==> src/rtl/arf_sched_pkg.sv <==
// Shared types and constants for the ARF output-stage MAC scheduler:
// FSM states, the fixed multiply order, and coefficient index names.
package arf_sched_pkg;

  typedef enum logic [1:0] {
    IDLE,
    MAC,
    DONE
  } state_t;

  localparam int NUM_STEPS = 10;

  // Coefficient / sample slot for each physical input (slot k uses C[k]).
  localparam int C_IN1  = 0;
  localparam int C_IN2  = 1;
  localparam int C_IN3  = 2;
  localparam int C_IN4  = 3;
  localparam int C_IN5  = 4;
  localparam int C_IN6  = 5;
  localparam int C_IN7  = 6;
  localparam int C_IN8  = 7;
  localparam int C_IN13 = 8;
  localparam int C_IN14 = 9;

  // All out_27 terms first, then all out_28 terms, so out_27 settles early.
  function automatic int step_sample(input int step);
    case (step)
      0:       return C_IN1;
      1:       return C_IN2;
      2:       return C_IN3;
      3:       return C_IN4;
      4:       return C_IN13;
      5:       return C_IN5;
      6:       return C_IN6;
      7:       return C_IN7;
      8:       return C_IN8;
      9:       return C_IN14;
      default: return C_IN1;
    endcase
  endfunction

  function automatic logic feeds_acc28(input int idx);
    return idx inside {C_IN5, C_IN6, C_IN7, C_IN8, C_IN14};
  endfunction

  function automatic int unity_coef(input int frac);
    return 1 << frac;
  endfunction

endpackage

==> src/rtl/arf_mac_sched_if.sv <==
// Sample, result and coefficient-config bus between the sample source,
// the ARF MAC scheduler and the downstream error-statistics stage.
interface arf_mac_sched_if
  import arf_sched_pkg::*;
#(
  parameter int DW = 32,
  parameter int CW = 16
);
  logic                    in_valid;
  logic                    in_ready;
  logic [NUM_STEPS*DW-1:0] in_x;
  logic                    out_valid;
  logic                    out_ready;
  logic [DW-1:0]           out_27;
  logic [DW-1:0]           out_28;
  logic                    cfg_we;
  logic [3:0]              cfg_addr;
  logic [CW-1:0]           cfg_data;
  logic                    cfg_err;
  logic                    busy;

  modport master (
    output in_valid, in_x, out_ready, cfg_we, cfg_addr, cfg_data,
    input  in_ready, out_valid, out_27, out_28, cfg_err, busy
  );

  modport slave (
    input  in_valid, in_x, out_ready, cfg_we, cfg_addr, cfg_data,
    output in_ready, out_valid, out_27, out_28, cfg_err, busy
  );

endinterface

==> src/rtl/arf_mac_unit.sv <==
// Single shared signed multiplier feeding two accumulators; the *_next
// outputs expose the value the accumulators take at the coming edge.
module arf_mac_unit
  import arf_sched_pkg::*;
#(
  parameter int DW = 32,
  parameter int CW = 16,
  parameter int AW = DW + CW + 4
) (
  input  logic                 clk,
  input  logic                 rst,
  input  logic                 clr,
  input  logic                 en,
  input  logic                 sel28,
  input  logic signed [DW-1:0] sample,
  input  logic signed [CW-1:0] coef,
  output logic signed [AW-1:0] acc27_next,
  output logic signed [AW-1:0] acc28_next
);

  logic signed [DW+CW-1:0] prod;
  logic signed [AW-1:0]    prod_ext;
  logic signed [AW-1:0]    acc27_reg;
  logic signed [AW-1:0]    acc28_reg;

  assign prod     = sample * coef;
  assign prod_ext = {{(AW-DW-CW){prod[DW+CW-1]}}, prod};

  always_comb begin
    acc27_next = acc27_reg;
    acc28_next = acc28_reg;
    if (en && !sel28) acc27_next = acc27_reg + prod_ext;
    if (en && sel28)  acc28_next = acc28_reg + prod_ext;
  end

  always_ff @(posedge clk) begin
    if (rst || clr) begin
      acc27_reg <= '0;
      acc28_reg <= '0;
    end else begin
      acc27_reg <= acc27_next;
      acc28_reg <= acc28_next;
    end
  end

endmodule

==> src/rtl/arf_mac_sched.sv <==
// ARF output stage: one multiply per cycle, 10 steps per sample set.
// Build option ARF_SAT_EN: saturate results to DW bits instead of wrapping.
module arf_mac_sched
  import arf_sched_pkg::*;
#(
  parameter int DW        = 32,
  parameter int CW        = 16,
  parameter int COEF_FRAC = 8,
  parameter int AW        = DW + CW + 4
) (
  input logic            clk,
  input logic            rst,
  arf_mac_sched_if.slave bus
);

  localparam logic signed [CW-1:0] UNITY = CW'(unity_coef(COEF_FRAC));

  state_t               state_reg;
  logic [3:0]           step_reg;
  logic                 out_valid_reg;
  logic [DW-1:0]        out27_reg;
  logic [DW-1:0]        out28_reg;
  logic                 cfg_err_reg;
  logic signed [DW-1:0] sample_reg    [NUM_STEPS];
  logic signed [CW-1:0] coef_reg      [NUM_STEPS];
  logic signed [CW-1:0] work_coef_reg [NUM_STEPS];

  logic                 accept;
  logic                 cfg_ok;
  logic                 last_step;
  logic [3:0]           cur_idx;
  logic signed [AW-1:0] acc27_next;
  logic signed [AW-1:0] acc28_next;
  logic signed [AW-1:0] sh27;
  logic signed [AW-1:0] sh28;

  assign accept    = (state_reg == IDLE) && bus.in_valid;
  assign cfg_ok    = bus.cfg_we && (state_reg == IDLE) && (bus.cfg_addr <= 4'(NUM_STEPS - 1));
  assign last_step = (step_reg == 4'(NUM_STEPS - 1));
  assign cur_idx   = 4'(step_sample(int'(step_reg)));

  assign bus.in_ready  = (state_reg == IDLE);
  assign bus.busy      = (state_reg != IDLE);
  assign bus.out_valid = out_valid_reg;
  assign bus.out_27    = out27_reg;
  assign bus.out_28    = out28_reg;
  assign bus.cfg_err   = cfg_err_reg;

  arf_mac_unit #(.DW(DW), .CW(CW), .AW(AW)) u_mac (
    .clk        (clk),
    .rst        (rst),
    .clr        (accept),
    .en         (state_reg == MAC),
    .sel28      (feeds_acc28(int'(cur_idx))),
    .sample     (sample_reg[cur_idx]),
    .coef       (work_coef_reg[cur_idx]),
    .acc27_next (acc27_next),
    .acc28_next (acc28_next)
  );

  // The last step's product is folded in via acc*_next so the result lands on that same edge.
  assign sh27 = acc27_next >>> COEF_FRAC;
  assign sh28 = acc28_next >>> COEF_FRAC;

  function automatic logic [DW-1:0] narrow(input logic signed [AW-1:0] v);
`ifdef ARF_SAT_EN
    logic signed [AW-1:0] sat_max;
    logic signed [AW-1:0] sat_min;
    sat_max = {{(AW-DW+1){1'b0}}, {(DW-1){1'b1}}};
    sat_min = {{(AW-DW+1){1'b1}}, {(DW-1){1'b0}}};
    if (v > sat_max) return sat_max[DW-1:0];
    if (v < sat_min) return sat_min[DW-1:0];
    return v[DW-1:0];
`else
    return v[DW-1:0];
`endif
  endfunction

  always_ff @(posedge clk) begin
    if (rst) begin
      state_reg     <= IDLE;
      step_reg      <= '0;
      out_valid_reg <= 1'b0;
      out27_reg     <= '0;
      out28_reg     <= '0;
    end else begin
      case (state_reg)
        IDLE: begin
          if (bus.in_valid) begin
            step_reg  <= '0;
            state_reg <= MAC;
          end
        end
        MAC: begin
          if (last_step) begin
            out27_reg     <= narrow(sh27);
            out28_reg     <= narrow(sh28);
            out_valid_reg <= 1'b1;
            state_reg     <= DONE;
          end else begin
            step_reg <= step_reg + 4'd1;
          end
        end
        DONE: begin
          if (bus.out_ready) begin
            out_valid_reg <= 1'b0;
            state_reg     <= IDLE;
          end
        end
        default: state_reg <= IDLE;
      endcase
    end
  end

  always_ff @(posedge clk) begin
    if (rst) cfg_err_reg <= 1'b0;
    else     cfg_err_reg <= bus.cfg_we && !cfg_ok;
  end

  // Working copy of the coefficients is frozen at accept, so a write landing on the
  // accept edge only affects later sets.
  for (genvar gi = 0; gi < NUM_STEPS; gi++) begin : g_slot
    always_ff @(posedge clk) begin
      if (rst) begin
        sample_reg[gi]    <= '0;
        coef_reg[gi]      <= UNITY;
        work_coef_reg[gi] <= UNITY;
      end else begin
        if (accept) begin
          sample_reg[gi]    <= bus.in_x[gi*DW +: DW];
          work_coef_reg[gi] <= coef_reg[gi];
        end
        if (cfg_ok && (bus.cfg_addr == 4'(gi))) coef_reg[gi] <= bus.cfg_data;
      end
    end
  end

endmodule

==> src/flat_wrapper.sv <==
// flat-port wrapper written by rule: the top's interface ports become plain ports
module arf_mac_sched_flat import arf_sched_pkg::*;
#(
  parameter int DW        = 32,
  parameter int CW        = 16,
  parameter int COEF_FRAC = 8,
  parameter int AW        = DW + CW + 4
)
  (clk, rst, bus_in_valid, bus_in_x, bus_out_ready, bus_cfg_we, bus_cfg_addr, bus_cfg_data, bus_in_ready, bus_out_valid, bus_out_27, bus_out_28, bus_cfg_err, bus_busy);
  arf_mac_sched_if #(.DW(DW), .CW(CW)) bus_i ();
  input logic clk;
  input logic rst;
  input wire logic [$bits(bus_i.in_valid)-1:0] bus_in_valid;
  input wire logic [$bits(bus_i.in_x)-1:0] bus_in_x;
  input wire logic [$bits(bus_i.out_ready)-1:0] bus_out_ready;
  input wire logic [$bits(bus_i.cfg_we)-1:0] bus_cfg_we;
  input wire logic [$bits(bus_i.cfg_addr)-1:0] bus_cfg_addr;
  input wire logic [$bits(bus_i.cfg_data)-1:0] bus_cfg_data;
  output wire logic [$bits(bus_i.in_ready)-1:0] bus_in_ready;
  output wire logic [$bits(bus_i.out_valid)-1:0] bus_out_valid;
  output wire logic [$bits(bus_i.out_27)-1:0] bus_out_27;
  output wire logic [$bits(bus_i.out_28)-1:0] bus_out_28;
  output wire logic [$bits(bus_i.cfg_err)-1:0] bus_cfg_err;
  output wire logic [$bits(bus_i.busy)-1:0] bus_busy;
  assign bus_i.in_valid = bus_in_valid;
  assign bus_i.in_x = bus_in_x;
  assign bus_i.out_ready = bus_out_ready;
  assign bus_i.cfg_we = bus_cfg_we;
  assign bus_i.cfg_addr = bus_cfg_addr;
  assign bus_i.cfg_data = bus_cfg_data;
  assign bus_in_ready = bus_i.in_ready;
  assign bus_out_valid = bus_i.out_valid;
  assign bus_out_27 = bus_i.out_27;
  assign bus_out_28 = bus_i.out_28;
  assign bus_cfg_err = bus_i.cfg_err;
  assign bus_busy = bus_i.busy;
  arf_mac_sched #(.DW(DW), .CW(CW), .COEF_FRAC(COEF_FRAC), .AW(AW)) u_core (.clk(clk), .rst(rst), .bus(bus_i));
endmodule
==> config.mk <==
export PLATFORM = sky130hd
export DESIGN_NAME = arf_mac_sched_flat
export DESIGN_NICKNAME = d
export VERILOG_FILES = /design/src/rtl/arf_sched_pkg.sv /design/src/rtl/arf_mac_sched_if.sv /design/src/rtl/arf_mac_unit.sv /design/src/rtl/arf_mac_sched.sv /design/src/flat_wrapper.sv
export SDC_FILE = /design/constraint.sdc
export NUM_CORES = 2
export LEC_CHECK = 0
export CAP_MARGIN = 20
export CORE_MARGIN = 2
export CORE_UTILIZATION = 45
export CTS_CLUSTER_DIAMETER = 50
export DETAILED_ROUTE_END_ITERATION = 8
export GPL_TIMING_DRIVEN = 1
export HOLD_SLACK_MARGIN = 0.1
export PLACE_DENSITY = 0.67
export SYNTH_ARGS = -nofsm -noshare
export SYNTH_HDL_FRONTEND = slang
export SYNTH_SLANG_ARGS = --single-unit
==> constraint.sdc <==
create_clock -name clk -period 17.3 [get_ports clk]
set_input_delay 3.46 -clock clk [delete_from_list [all_inputs] [get_ports clk]]
set_output_delay 3.46 -clock clk [all_outputs]
set_load 0.005 [all_outputs]
# After elaboration in Yosys (flattened, before gate mapping)
# Memories as Yosys holds them, arrays and structs flattened. A register that Yosys moved wholly into a read port is not among the register bits.
# Cells that the tools add are included.
# totals
memories	4
ram_bits	640
in_bits	345
output_inout_bits	68
rom_bits	64
register_bits	176
word_cells	178
# mem_list
memory	words	width	rd	rd_ports_with_merged_regs	write_ports	line	text
u_core.sample_reg	10	32	1	0	10	arf_mac_sched.sv:24	logic signed [DW-1:0] sample_reg [NUM_STEPS];
u_core.coef_reg	10	16	10	0	10	arf_mac_sched.sv:25	logic signed [CW-1:0] coef_reg [NUM_STEPS];
u_core.work_coef_reg	10	16	1	0	10	arf_mac_sched.sv:26	logic signed [CW-1:0] work_coef_reg [NUM_STEPS];
(no name shown)	16	4	1	1	0	arf_sched_pkg.sv:27	case (step)
# classes
n_reduce_logical	29
mul	1
magnitude_cmp	1
addsub	3
bitwise_logic	30
eq_ne	21
mux	79
# ops
operator	n
16-bit 2-to-1 mux	20
32-bit 2-to-1 mux	10
52-bit by 48-bit adder with 52-bit output	2
40-bit 2-to-1 mux	2
32-bit by 16-bit multiplier with 48-bit output	1
1-bit 2-to-1 mux	37
4-bit by 3-bit == test with 1-bit output (second input constant)	8
1-bit bitwise OR	30
4-bit == test (second input constant)	4
1-bit logical AND	16
4-bit 2-to-1 mux	4
3-bit AND reduction	3
4-bit by 2-bit == test with 1-bit output (second input constant)	2
4-bit case mux with 2 select lines	1
2-bit 2-to-1 mux	3
2-bit inequality test (second input constant)	3
2-bit case mux with 3 select lines	1
2-bit nonzero test	3
5-bit nonzero test	1
4-bit by 1-bit adder with 4-bit output (second input constant)	1
4-bit by 1-bit == test with 1-bit output (second input constant)	1
4-bit less-or-equal comparator (second input constant)	1
4-bit zero test	1
2-bit by 1-bit == test with 1-bit output (second input constant)	1
7 further kinds	8

# Logic depth before layout (Yosys ltp)
# logic_depth
word_depth	8
depth_mapped	49
depth_no_buf	42

# Cells and area by module
# From an unflattened synthesis, not the netlist that was laid out.
# unflattened
hier_cells	5425
area_unflattened_um2	57596.5
# modules_own_cells
mod	cells_each	seq_area_each_um2	n_inst	area_each_um2
arf_mac_sched	2118	20739.9	1	30466.7
arf_mac_unit	3307	2082.0	1	27129.8

# Worst setup path before layout
# OpenSTA, ideal clock, no wires.
# synth_path
kind	in2reg
start	input port bus_in_valid
end	memory u_core.sample_reg[0][0], enable pin
slack_ns	-0.733
required_time_ns	16.268
n_path_buf	2
setup_time_ns	1.032
arrival_time_ns	17.001
path_stages	4
cell_sequence	a21oi_1 > inv_1 > clkbuf_1 > clkbuf_1
# synth_rtl
item	line	text
start, declared	flat_wrapper.sv:13	input wire logic [$bits(bus_i.in_valid)-1:0] bus_in_valid;
end, declared	arf_mac_sched.sv:24	

# Worst setup path after layout
# layout_path
start	register, netlist name u_core.cur_idx[0]
end	register u_core.u_mac.acc28_reg[39]
# layout_via
elab_chain_cells	4
word_cells_on_any_way	12
classes_between	add/sub (1); mul (1); eq/ne (5); mux (1); reduce/logical (2); memory (2)
# layout_rtl
item	line	text
memory 10 x 32 bit (tied with other cells)	n/a	
32-bit by 16-bit multiplier with 48-bit output / 5-bit nonzero test (equally long branches)	arf_mac_unit.sv:26, arf_sched_pkg.sv:43	
52-bit by 48-bit adder with 52-bit output / 1-bit logical AND (equally long branches)	arf_mac_unit.sv:33	if (en && sel28) acc28_next = acc28_reg + prod_ext;
40-bit 2-to-1 mux *	arf_mac_unit.sv:33	
end signal, assigned	arf_mac_unit.sv:42	acc28_reg <= acc28_next;
end, declared	arf_mac_unit.sv:24	logic signed [AW-1:0] acc28_reg;
# Mark *: on every way between the ends. The rest lies on a longest branch, timed or not.
# A chain may end at the register's enable or synchronous reset.

==> results.yml <==
run_status:
  run_status: "finished clean"
logic_synthesis:
  ys_ff_latch: 796
  avgSynthCellArea_um2: 11.21
  asyncSetResetFlopFracSynth_pct: 0
  postSynth.topFlopCell: "edfxtp_1"
  synth_area_leaders: "edfxtp_1, fa_1, and2_1"
  synthesis.instances: 4611
  ys_warn_count: 0
  synth-edff-count: 640
  synthDominantCellAreaShare_pct: 37.19
  post_synth_instance_area_mm2: 0.05168
  synth_fp_nets: 5554
  synth_sequential_area_ratio_pct: 43.23
  netlist.top_cell.by_area: "edfxtp_1"
  netlist-cell-type-count: 78
detailed_routing:
  count_of_routing_violations_after_the_opening_detailed_route_iteration: 2698
  drt-total-wl_um: 139900
  route.detailed.wl_per_inst_um: 21.27
  postRouteAntennaNets: 0
  post-route-drc-count: 0
  drt_pre_antenna_iters: 6
  detailroute.via_count: 35060
  detail_routed_via_count_per_cell: 5.329
clock_network:
  cts_tree: "built"
  ctsLongestPathBuffers: 3
  holdBufCountCts: 0
  htreeDepth: 3
  clk_pin_slew_worst_paths_ns: 0.06
  postCtsSetupRepairBufs: 0
  cts_made_buffers: 95
  post_cts.resized_instances: 0
  clk-insertion-delay-late_ns: 0.68
  clock_tree.root_cell: "clkbuf_16"
  cts_num_sinks: 796
worst_setup_path:
  path_max_fanout: 93
  start_kind: "flop"
  crit_path_end_kind: "flop"
  timing.setup.critical_path_class: "reg2reg"
  arrival_ns: 12.66
  critical_path.most_common_cell: "fa_1"
  crit_slowest_cell: "o31ai_1"
  timing.critical_path.slowest_cell_delay_ns: 0.82
  crit_required_ns: 17.84
finish:
  mostFrequentLayoutCell: "and2_1"
  area.growth.synth_to_final_pct: 17.53
  largest_reg_flops: 320
  filler_cell_count: 9969
  finalInstanceArea_mm2: 0.06074
  layout_common_cells: "and2_1, edfxtp_1, inv_1, fa_1, clkdlybuf4s50_1"
  fin_util_pct: 53.19
  final_cell_count_no_fill: 6578
  layout.nets: 5928
  final_layout_size_suffix_gt1_share_pct: 7.783
power:
  finalPower_uw: 11260
  power_density_mw_per_mm2: 185.3
  p_leak_uw: 0.02478
  worst_ir_drop_vdd_mv: 0.1979
sta:
  finalSetupViolations: 0
  worst_pin_slew_ns: 1.310
  final.min_clock_period_ns: 12.12
  totalNegativeSetupSlack_ns: 0
  slew_headroom_pct: 12.70
  final_skew_ns: 0.03196
  hold_viol: 0
  maxClockFrequency_ghz: 0.08251
  post-route-period-util_pct: 70.06
  rsz0062_at_grt: "no"
  timing.final.max_slew_violations: 0
die:
  initial_core_util_pct: 45.26
  io_pins: 413
  die_height_um: 342.9
  design.die.area_mm2: 0.1176
  die_x_um: 342.9
  placeableCoreArea_mm2: 0.1142
  rows: 124
global_route:
  initial_antenna_violation_count: 8
  first_global_vias: 35970
  total_global_routing_overflow: 0
  grt_start_max_net_pins: 176
  grt_first_pass_wirelength_um: 213500
  grt.total_usage_pct: 24.02
place:
  routabilityCongestion: 0.9333
  place_hpwl_um: 101900
  place.detailed.instances: 6399
  placed_area_mm2: 0.05756
  place.port_buffers: 412
worst_hold_path:
  hold_class: "reg2reg"
run:
  drv.max_cap_violation_count: 0
final timing paths:
kind / cells past startpoint / from / slack, ns / to
max: 36 / u_core.cur_idx[0] / 5.18 / u_core.u_mac.acc28_reg[39]
min: 2 / u_core.u_mac.acc28_reg[6] / 0.46 / u_core.u_mac.acc28_reg[6]
max reg2reg: 36 / u_core.cur_idx[0] / 5.18 / u_core.u_mac.acc28_reg[39]
min reg2reg: 2 / u_core.u_mac.acc28_reg[6] / 0.46 / u_core.u_mac.acc28_reg[6]
metal layers:
metal  vias up  global-route usage (%)  routed length [um]
met5         -                       0                  23
met2      1266                   38.44               65450
met1     17420                   31.90               57680
li1      16100                       -                   -
met4         4                   8.524                4933
met3       265                   5.923               11850
final cells by class:
type / count / area, um2 / area share (%)
Tap cell: 1512 / 1892 / 3.115
Clock inverter: 59 / 613.1 / 1.009
Inverter: 528 / 1989 / 3.275
Timing Repair Buffer: 498 / 4810 / 7.918
Antenna cell: 4 / 10.01 / 0.01648
Clock buffer: 115 / 2545 / 4.190
Sequential cell: 796 / 22360 / 36.81
Multi-Input combinational cell: 3066 / 26520 / 43.67
synthesized netlist by cell type, drive strengths merged, types with 12 or more instances:
library cell,instances
a211oi,71
a21o,59
a21oi,207
a31oi,20
and2,691
buf,43
clkbuf,178
dfxtp,156
edfxtp,640
fa,413
ha,185
inv,528
mux2,15
mux2i,64
mux4,96
nand2,393
nand2b,27
nand3,15
nor2,332
nor2b,52
nor3,24
o21a,17
o21ai,99
o21bai,18
or2,12
or3,19
xnor2,85
xor2,39
kinds of logic after synthesis:
kind of cell / count (synthesis) / share of synthesized area, %
buffers and inverters: 749 / 5.619
AOI/OAI and AO/OA: 557 / 6.687
adders and majority gates: 598 / 20.48
and+or+nand+nor: 1611 / 16.01
muxes: 175 / 5.823
DFF: 796 / 43.23
xor gates and xnor gates: 125 / 2.160
power by group:
part	internal [uW]	switching (uW)	total, uW
clock network	1170	832	2000
registers	2190	39.6	2230
logic	2710	4310	7020
total	6080	5180	11300
critical path: cells and delay by family, from the launching register on:
kind,cells,cell delay (ns)
buffers and inverters,6,1.49
DFF,1,0.73
xor gates and xnor gates,3,0.58
and+or+nand+nor,7,0.93
AOI/OAI and AO/OA,9,3.22
adders and majority gates,8,3.49
muxes,3,1.31
per-stage QoR:
stage / setup slack, ns / hold WS [ns]
after floorplan: 6.662 / 0.4362
after CTS: 5.248 / 0.4583
after detailed placement: 5.323 / 0.4505
after global routing: 4.461 / 0.4819
after global placement: 5.213 / 0.4436
final: 5.180 / 0.4590
(Power assumes the default switching activity.)
